## src/rtl/noc_depacketizer_pkg.sv

```systemverilog
// Shared NoC receive-side definitions: flit layout, preambles, header descriptor, error codes.
// Latency: n/a (types, constants and a pure function only).
// Backpressure: n/a.
package noc_depacketizer_pkg;

  localparam int noc_flit_size  = 34;
  localparam int yx_width       = 3;
  localparam int msg_type_width = 5;
  localparam int reserved_width = 8;
  localparam int routing_width  = 5;
  localparam int payload_width  = 32;

  // Preamble encodings carried in flit[33:32]
  localparam logic [1:0] preamble_header = 2'b10;
  localparam logic [1:0] preamble_body   = 2'b00;
  localparam logic [1:0] preamble_tail   = 2'b01;
  localparam logic [1:0] preamble_1flit  = 2'b11;

  // Field offsets (LSB position) inside a flit
  localparam int preamble_lsb = 32;
  localparam int src_y_lsb    = 29;
  localparam int src_x_lsb    = 26;
  localparam int dst_y_lsb    = 23;
  localparam int dst_x_lsb    = 20;
  localparam int msg_type_lsb = 15;
  localparam int reserved_lsb = 7;
  localparam int routing_lsb  = 0;

  // Routing bits a flit carries once it has reached its local port
  localparam logic [routing_width-1:0] routing_local = 5'b10000;

  typedef struct packed {
    logic [yx_width-1:0]       src_y;
    logic [yx_width-1:0]       src_x;
    logic [msg_type_width-1:0] msg_type;
    logic [reserved_width-1:0] reserved;
    logic                      single;
  } noc_hdr_t;

  typedef struct packed {
    logic [payload_width-1:0] data;
    logic                     last;
    logic                     err;
  } noc_beat_t;

  typedef enum logic [1:0] {
    ERR_NO_HEADER    = 2'd0,
    ERR_MISSING_TAIL = 2'd1,
    ERR_TOO_LONG     = 2'd2,
    ERR_BAD_DEST     = 2'd3
  } noc_rx_err_e;

  typedef enum logic [1:0] {
    ST_IDLE = 2'd0,
    ST_BODY = 2'd1,
    ST_DROP = 2'd2
  } rx_state_e;

  // Inverse of create_header: pull the descriptor fields out of a header/single flit.
  function automatic noc_hdr_t parse_header(input logic [noc_flit_size-1:0] flit);
    noc_hdr_t h;
    h.src_y    = flit[src_y_lsb    +: yx_width];
    h.src_x    = flit[src_x_lsb    +: yx_width];
    h.msg_type = flit[msg_type_lsb +: msg_type_width];
    h.reserved = flit[reserved_lsb +: reserved_width];
    h.single   = (flit[preamble_lsb +: 2] == preamble_1flit);
    return h;
  endfunction

endpackage

```

## src/rtl/noc_out_slice.sv

```systemverilog
// One-entry valid/ready output register.
// Latency: 1 cycle from load to out_vld.
// Backpressure: free = !out_vld || out_rdy, so load and drain may share a cycle; data holds while stalled.
//
// Ports: clk/rst (sync, active-high); load/load_dat write the entry (caller must only load when free);
//        out_vld/out_rdy/out_dat are the downstream handshake.
module noc_out_slice #(
  parameter int W = 8
) (
  input  logic         clk,
  input  logic         rst,
  input  logic         load,
  input  logic [W-1:0] load_dat,
  output logic         free,
  output logic         out_vld,
  input  logic         out_rdy,
  output logic [W-1:0] out_dat
);

  assign free = !out_vld || out_rdy;

  always_ff @(posedge clk) begin
    if (rst) begin
      out_vld <= 1'b0;
      out_dat <= '0;
    end else if (load) begin
      out_vld <= 1'b1;
      out_dat <= load_dat;
    end else if (out_rdy) begin
      out_vld <= 1'b0;
    end
  end

endmodule

```

## src/rtl/noc_depacketizer.sv

```systemverilog
// Splits a raw NoC flit stream into header descriptors and 32-bit payload beats, flagging malformed packets.
// Latency: 1 cycle from flit accept to hdr_*/pl_*/err_* outputs.
// Backpressure: in_ready follows the free state of the output slot the current flit targets (header or payload).
//
// Ports: clk, rst (sync, active-high); in_valid/in_data/in_ready flit input;
//        hdr_valid/hdr_ready/hdr_* header descriptor; pl_valid/pl_ready/pl_data/pl_last/pl_err payload;
//        err_valid/err_code one-cycle error event, err_cnt saturating error count.
// Build option: define NOC_DEPKT_ROUTE_CHECK_EN to reject header/single flits not addressed to (MY_Y, MY_X).
module noc_depacketizer
  import noc_depacketizer_pkg::*;
#(
  parameter logic [yx_width-1:0] MY_Y      = '0,
  parameter logic [yx_width-1:0] MY_X      = '0,
  parameter int                  MAX_BEATS = 16
) (
  input  logic                      clk,
  input  logic                      rst,
  input  logic                      in_valid,
  input  logic [noc_flit_size-1:0]  in_data,
  output logic                      in_ready,
  output logic                      hdr_valid,
  input  logic                      hdr_ready,
  output logic [yx_width-1:0]       hdr_src_y,
  output logic [yx_width-1:0]       hdr_src_x,
  output logic [msg_type_width-1:0] hdr_msg_type,
  output logic [reserved_width-1:0] hdr_reserved,
  output logic                      hdr_single,
  output logic                      pl_valid,
  input  logic                      pl_ready,
  output logic [payload_width-1:0]  pl_data,
  output logic                      pl_last,
  output logic                      pl_err,
  output logic                      err_valid,
  output logic [1:0]                err_code,
  output logic [15:0]               err_cnt
);

  localparam int CW = $clog2(MAX_BEATS + 1);

  rx_state_e   state, state_nxt;
  logic [CW-1:0] cnt, cnt_nxt;

  logic        [1:0] pre;
  logic              is_start;
  noc_hdr_t          hdr_in;
  noc_hdr_t          hdr_out;
  noc_beat_t         pl_in;
  noc_beat_t         pl_out;
  logic              hdr_load, hdr_free;
  logic              pl_load, pl_free;
  logic              err_fire;
  noc_rx_err_e       err_code_nxt;
  logic              route_bad;
  logic              unused_bits;

  assign pre      = in_data[preamble_lsb +: 2];
  assign is_start = pre[1];   // header (10) and single (11) both open a packet
  assign hdr_in   = parse_header(in_data);

`ifdef NOC_DEPKT_ROUTE_CHECK_EN
  assign route_bad = (in_data[dst_y_lsb +: yx_width] != MY_Y) ||
                     (in_data[dst_x_lsb +: yx_width] != MY_X) ||
                     (in_data[routing_lsb +: routing_width] != routing_local);
  assign unused_bits = ^in_data[6:5];
`else
  assign route_bad   = 1'b0;
  assign unused_bits = ^{in_data[25:20], in_data[6:0], MY_Y, MY_X};
`endif

  always_comb begin
    state_nxt    = state;
    cnt_nxt      = cnt;
    in_ready     = 1'b0;
    hdr_load     = 1'b0;
    pl_load      = 1'b0;
    pl_in        = '0;
    err_fire     = 1'b0;
    err_code_nxt = ERR_NO_HEADER;

    if (!rst) begin
      if (state == ST_BODY) begin
        if (is_start) begin
          // Packet cut short: hold the new flit, close the open payload with a terminator,
          // and let IDLE pick the flit up next cycle.
          if (in_valid && pl_free) begin
            pl_load      = 1'b1;
            pl_in.last   = 1'b1;
            pl_in.err    = 1'b1;
            err_fire     = 1'b1;
            err_code_nxt = ERR_MISSING_TAIL;
            state_nxt    = ST_IDLE;
          end
        end else begin
          in_ready = pl_free;
          if (in_valid && pl_free) begin
            pl_load    = 1'b1;
            pl_in.data = in_data[payload_width-1:0];
            if (pre == preamble_tail) begin
              pl_in.last = 1'b1;
              state_nxt  = ST_IDLE;
            end else if (cnt == CW'(MAX_BEATS - 1)) begin
              // Body flit that fills the last allowed beat: truncate and discard the rest.
              pl_in.last   = 1'b1;
              pl_in.err    = 1'b1;
              err_fire     = 1'b1;
              err_code_nxt = ERR_TOO_LONG;
              state_nxt    = ST_DROP;
            end else begin
              cnt_nxt = cnt + 1'b1;
            end
          end
        end
      end else if (state == ST_DROP && !is_start) begin
        in_ready = 1'b1;
        if (in_valid && pre == preamble_tail) begin
          state_nxt = ST_IDLE;
        end
      end else begin
        // IDLE, or DROP seeing a new packet start (handled exactly as IDLE)
        in_ready = hdr_free;
        if (in_valid && hdr_free) begin
          if (is_start) begin
            if (route_bad) begin
              err_fire     = 1'b1;
              err_code_nxt = ERR_BAD_DEST;
              state_nxt    = (pre == preamble_header) ? ST_DROP : ST_IDLE;
            end else begin
              hdr_load = 1'b1;
              if (pre == preamble_header) begin
                state_nxt = ST_BODY;
                cnt_nxt   = '0;
              end else begin
                state_nxt = ST_IDLE;
              end
            end
          end else begin
            err_fire     = 1'b1;
            err_code_nxt = ERR_NO_HEADER;
            state_nxt    = (pre == preamble_body) ? ST_DROP : ST_IDLE;
          end
        end
      end
    end
  end

  always_ff @(posedge clk) begin
    if (rst) begin
      state     <= ST_IDLE;
      cnt       <= '0;
      err_valid <= 1'b0;
      err_code  <= 2'd0;
      err_cnt   <= '0;
    end else begin
      state     <= state_nxt;
      cnt       <= cnt_nxt;
      err_valid <= err_fire;
      if (err_fire) begin
        err_code <= err_code_nxt;
        if (err_cnt != 16'hFFFF) begin
          err_cnt <= err_cnt + 16'd1;
        end
      end
    end
  end

  noc_out_slice #(.W($bits(noc_hdr_t))) u_hdr_slice (
    .clk      (clk),
    .rst      (rst),
    .load     (hdr_load),
    .load_dat (hdr_in),
    .free     (hdr_free),
    .out_vld  (hdr_valid),
    .out_rdy  (hdr_ready),
    .out_dat  (hdr_out)
  );

  noc_out_slice #(.W($bits(noc_beat_t))) u_pl_slice (
    .clk      (clk),
    .rst      (rst),
    .load     (pl_load),
    .load_dat (pl_in),
    .free     (pl_free),
    .out_vld  (pl_valid),
    .out_rdy  (pl_ready),
    .out_dat  (pl_out)
  );

  assign hdr_src_y    = hdr_out.src_y;
  assign hdr_src_x    = hdr_out.src_x;
  assign hdr_msg_type = hdr_out.msg_type;
  assign hdr_reserved = hdr_out.reserved;
  assign hdr_single   = hdr_out.single;
  assign pl_data      = pl_out.data;
  assign pl_last      = pl_out.last;
  assign pl_err       = pl_out.err;

endmodule

```

## config.mk

```make
export PLATFORM = sky130hd
export DESIGN_NAME = noc_depacketizer
export DESIGN_NICKNAME = d
export VERILOG_FILES = /design/src/rtl/noc_depacketizer_pkg.sv /design/src/rtl/noc_out_slice.sv /design/src/rtl/noc_depacketizer.sv
export SDC_FILE = /design/constraint.sdc
export NUM_CORES = 1
export LEC_CHECK = 0
export BUFFER_PORTS_ARGS = -buffer_cell sky130_fd_sc_hd__buf_4
export CELL_PAD_IN_SITES_DETAIL_PLACEMENT = 1
export CELL_PAD_IN_SITES_GLOBAL_PLACEMENT = 1
export CORE_MARGIN = 4
export CORE_UTILIZATION = 33
export CTS_CLUSTER_SIZE = 24
export DETAILED_ROUTE_END_ITERATION = 16
export PLACE_DENSITY_LB_ADDON = 0.1
export SETUP_SLACK_MARGIN = 0.15
export SYNTH_ARGS = -nofsm -noshare
export SYNTH_HDL_FRONTEND = slang
export SYNTH_SLANG_ARGS = --single-unit
```

## constraint.sdc

```tcl
create_clock -name clk -period 2.1 [get_ports clk]
set_input_delay 0.525 -clock clk [delete_from_list [all_inputs] [get_ports clk]]
set_output_delay 0.525 -clock clk [all_outputs]
set_load 0.03 [all_outputs]
```

# Word-level counts from Yosys, hierarchy flattened
# Cells that the tools add are included.
# word_totals
ff_bits,82
in_bits,39
output_inout_bits,76
elab_cells,104
# op_classes
addsub,2
eq_ne,14
mux,60
reduce_logical,19
# ops
op,n
$mux W34,2
$mux W5,9
$mux W2,19
$mux W32,1
$mux W1,29
$add A16 B1 Y16 const B,1
$ne A16 B16 Y1 const B,1
$reduce_bool A2 Y1,5
$ne A2 B2 Y1 const B,4
$reduce_and A8 Y1,1
$eq A2 B2 Y1 const B,3
$add A5 B1 Y5 const B,1
$eq A5 B4 Y1 const B,1
$eq A2 B1 Y1 const B,2
$logic_and A1 B1 Y1,4
$ne A4 B2 Y1 const B,1
$reduce_and A4 Y1,1
$logic_not A1 Y1,3
$ne A3 B2 Y1 const B,1
$reduce_bool A3 Y1,1
$logic_not A2 Y1,1
$logic_or A1 B1 Y1,2
$ne A2 B1 Y1 const B,1
$reduce_and A2 Y1,1

# Depth between registers and ports, before layout
# depth
ltp_word,8
mapped_depth,8
depth_no_buf,8

# Modules after synthesis
# Synthesis repeated with hierarchy kept, for this count alone.
# unflattened
cells_unflattened,389
area_unflattened_um2,3693.5
# by_module_without_submodules
mod,instances,cells_per_inst,area_per_inst_um2,seq_area_each_um2
noc_depacketizer,1,206,1651.6,520.5
noc_out_slice (u_pl_slice),1,114,1272.5,700.7
noc_out_slice (u_hdr_slice),1,69,769.5,420.4

# Least setup slack after synthesis
# Ideal clock, no wire load.
# synth_timing
path_kind,register to register
start,register cnt[0]
end,register err_cnt[12]
setup_time_ns,0.123
t_arrival_ns,2.136
required_ns,1.977
setup_slack_ns,-0.159
stages_incl_launch_ff,9
path_buffers,0
synth_period_minus_slack_ns,2.259
cell_sequence,dfxtp_1 -> ha_1 -> and3_1 -> ha_1 -> and2b_2 -> o2111ai_4 -> a2111oi_4 -> nand4_1 -> mux2_1
# synth_via
elab_chain_len,8
# synth_lines
item,line_no,source
start: declaration,noc_depacketizer.sv:41,"logic [CW-1:0] cnt, cnt_nxt;"
start signal: assignment,noc_depacketizer.sv:155,cnt <= cnt_nxt;
$eq A5 B4 Y1,noc_depacketizer.sv:101,end else if (cnt == CW'(MAX_BEATS - 1)) begin
$mux W1,noc_depacketizer.sv:101,
$mux W1,noc_depacketizer.sv:98,if (pre == preamble_tail) begin
$mux W1,noc_depacketizer.sv:95,if (in_valid && pl_free) begin
$mux W1,noc_depacketizer.sv:82,if (is_start) begin
$mux W1,noc_depacketizer.sv:81,if (state == ST_BODY) begin
$mux W1,noc_depacketizer.sv:80,if (!rst) begin
$reduce_and A2 Y1 (no line),--,
end signal: assignment,noc_depacketizer.sv:160,err_cnt <= err_cnt + 16'd1;
end: declaration,noc_depacketizer.sv:35,output logic [15:0] err_cnt
# Every way passes these cells.
# A chain may end at the register's enable or synchronous reset.

# Final worst setup path
# layout_timing
start,register cnt[1]
end,register err_cnt[12]
# The elaborated chain is that of the path after synthesis.

==> qor.yml <==
layout_common_cells: "buf_4, dfxtp_1, nand2_1, a22o_1"
power_density_nw_per_um2: 630.2
hold_start: "in_data[21]"
fin_skew_ps: 10.84
rrSetupSlack_ps: -90
clkPwrFrac_pct: 37.2
cp-end-kind: "register"
std_cell_rows: 36
synth_area_leaders: "dfxtp_1, a22o_1, nand2_1"
synth_top_area_share_pct: 50.36
synth_warnings: 0
timing.final.crit_share_pct: 104.5
hold_buffers: 0
p_switching_mw: 0.8244
dp.final_hpwl_mm: 7.230
n_antenna_cell: 0
worstReg2RegEnd: "err_cnt[12]$_SDFFE_PP0P_"
switching_share_pct: 26.06
fp.coreArea_um2: 9684
gr-usage-all-layers_pct: 17.63
whs_path_depth: 2
seqPwrFrac_pct: 50.7
cts.sinks: 82
final_common_cell: "buf_4"
drc: 0
fmax_mhz: 455.6
clock_latency_ps: 350
cts-buffers-inserted: 9
critical_path.slowest_cell: "a2111oi_4"
syn_area_per_cell_um2: 9.530
area_growth_pct: 54.01
drt-total-wl_mm: 10.34
cp.required_ps: 2340
criticalPathCategory: "reg -> reg"
pwr-share-comb_pct: 12.1
vias: 3130
violations: "setup timing"
syn_area_um2: 3259
max-vdd-ir-drop_mv: 0.4164
worst_pin_slew_ps: 408.5
place.gp.congestion: 0.8066
crit_chain: "ha_4, and3_4, ha_4, and2b_2, o2111ai_4, a2111oi_4, nand4_1, mux2_4"
ys_async_sr_fraction_pct: 0
cts_root_buf: "clkbuf_8"
cp_top_family: "compound AO/OA/AOI/OAI gates"
synth_top_area_cell: "dfxtp_1"
start_util_pct: 33.66
port_buffers: 114
dr.pass1.iters: 4
synth_nets: 384
max_stage_delay_ps: 440
cts_tree: "done"
clockBufferDepth: 2
whs_endpoint: "u_pl_slice.out_dat[23]$_SDFFE_PP0P_"
grt_first_pass_wirelength_mm: 16.10
ys_ff_latch: 82
syn_inst: 342
final_util_pct: 51.83
cp_common_cell: "ha_4"
r2r_cells: 8
critPathLaunchType: "register"
slew_headroom_pct: 72.56
ys_seq_area_share_pct: 50.36
vias_per_cell: 4.968
io_pins: 115
setup_viol: 7
die_y_um: 107.4
die_x_um: 107.4
p_leak_nw: 2.067
outcome: "finished, violations left"
maxSlewViolCount: 0
worst_slack_ps: -94.92
first_iter_violations: 78
ys.flop_type: "dfxtp_1"
nets: 534
cts.reportedPaths.clkPinSlew_ps: 90
cp.arrival_ps: 2440
ctsHtreeMaxLevel: 3
dieArea_um2: 11530
finalPower_mw: 3.164
postRouteAntennaNets: 0
hold_violations: 0
rsz0062_at_grt: "yes"
antenna_found_initial: 0
grt_max_degree: 33
crit_fanout: 4
path_buf_inv: 0
ys_types: 48
internal_power_mw: 2.339
routedWlPerCell_um: 16.41
drive_gt1_share_pct: 45.67
hold_class: "in -> reg"
grt_pass1_vias: 3171
drv_cap: 0
synth-edff-count: 0
rr_startpoint: "cnt[1]$_SDFFE_PP0P_"
period_needed_ps: 2195
grt-ovfl-total: 0
whs_ps: 386.8
[synth_stat cells, types with 2 or more instances]
cell type	instances
buf_6	4
or3_1	3
a22o_1	32
xnor2_1	9
a211oi_1	4
a31o_2	3
a31oi_1	2
mux2_1	2
nor2b_1	4
a22oi_1	2
nor2_1	26
nand2_1	46
nand4_1	8
dfxtp_1	82
a21oi_1	33
a2111oi_0	4
and4_1	2
ha_1	3
nand2b_1	4
o211ai_1	2
nand3_1	10
and3_1	3
nor3_1	4
and2b_2	2
inv_1	6
o21ai_0	4
clkbuf_1	17
[flip-flops by register name, summed over array words and instances, names as in the netlist]
name                 cells
cnt                      5
err_cnt                 16
err_code                 2
err_valid                1
state                    2
u_hdr_slice.out_dat     20
u_hdr_slice.out_vld      1
u_pl_slice.out_dat      34
u_pl_slice.out_vld       1
[power groups by stage]
stage                     registers (mW)  logic (mW)  clock network, mW
after global routing                1.61       0.417               1.28
after global placement              1.64       0.357                  0
after CTS                           1.61       0.373               1.21
after detailed placement            1.64       0.363                  0
final                               1.60       0.384               1.18
after floorplan                     1.70       0.130                  0
[how the worst max path moves through the flow]
stage | from | end | slack [ps] | cells past startpoint
floorplan | cnt[1]$_SDFFE_PP0P_ | err_cnt[12]$_SDFFE_PP0P_ | -100 | 8
global placement | cnt[1]$_SDFFE_PP0P_ | err_cnt[11]$_SDFFE_PP0P_ | -30 | 9
finish | cnt[1]$_SDFFE_PP0P_ | err_cnt[12]$_SDFFE_PP0P_ | -90 | 8
CTS | cnt[1]$_SDFFE_PP0P_ | err_cnt[12]$_SDFFE_PP0P_ | -70 | 8
global route | cnt[1]$_SDFFE_PP0P_ | err_cnt[8]$_SDFFE_PP0P_ | -170 | 8
detailed placement | cnt[1]$_SDFFE_PP0P_ | err_cnt[5]$_SDFFE_PP0P_ | -130 | 9
[area by class of cell]
class                      instances  area (um^2)
sequential                        82         1652
multi-input combinational        232         1727
inverter                           6        22.52
tap                              133        166.4
fill                            1133         4664
clock inverter                     5        61.31
timing repair buffer             161         1250
clock buffer                      11        141.4
[stage by stage]
stage	instances	instance area (um^2)	TNS (ps)	setup slack (ps)
after detailed placement	599	4473	-658.3	-129.9
after CTS	621	4833	-226.7	-71.72
final	630	5020	-350.6	-94.92
after global routing	630	5020	-1201	-173.2
after floorplan	342	3301	-170.0	-96.53
after global placement	599	4473	-168.1	-28.75
[cells by family after synthesis]
| logic type | Yosys count | synth area share (%) |
|---|---|---|
| simple gates | 121 | 18.43 |
| fa+ha+maj | 3 | 1.152 |
| buf+inv | 28 | 4.453 |
| flops | 82 | 50.36 |
| xor+xnor | 9 | 2.419 |
| mux | 4 | 1.344 |
| compound gates | 95 | 21.84 |
[routing by layer]
metal  track usage [%]  vias to the layer above  wire length [um]
li1                  -                     1528                 -
met1             21.87                     1525              4604
met2             29.13                       67              5006
met3             4.979                       10               589
met4             6.492                        0               138
met5                 0                        -                 0
[repair_timing]
item                       in CTS  in global routing
pin swaps                       7                 14
setup endpoints to repair      16                 22
buffers inserted                6                  8
gates cloned                    0                  1
resized for setup              29                 23
No activity file was read; power rests on OpenSTA's default activity.
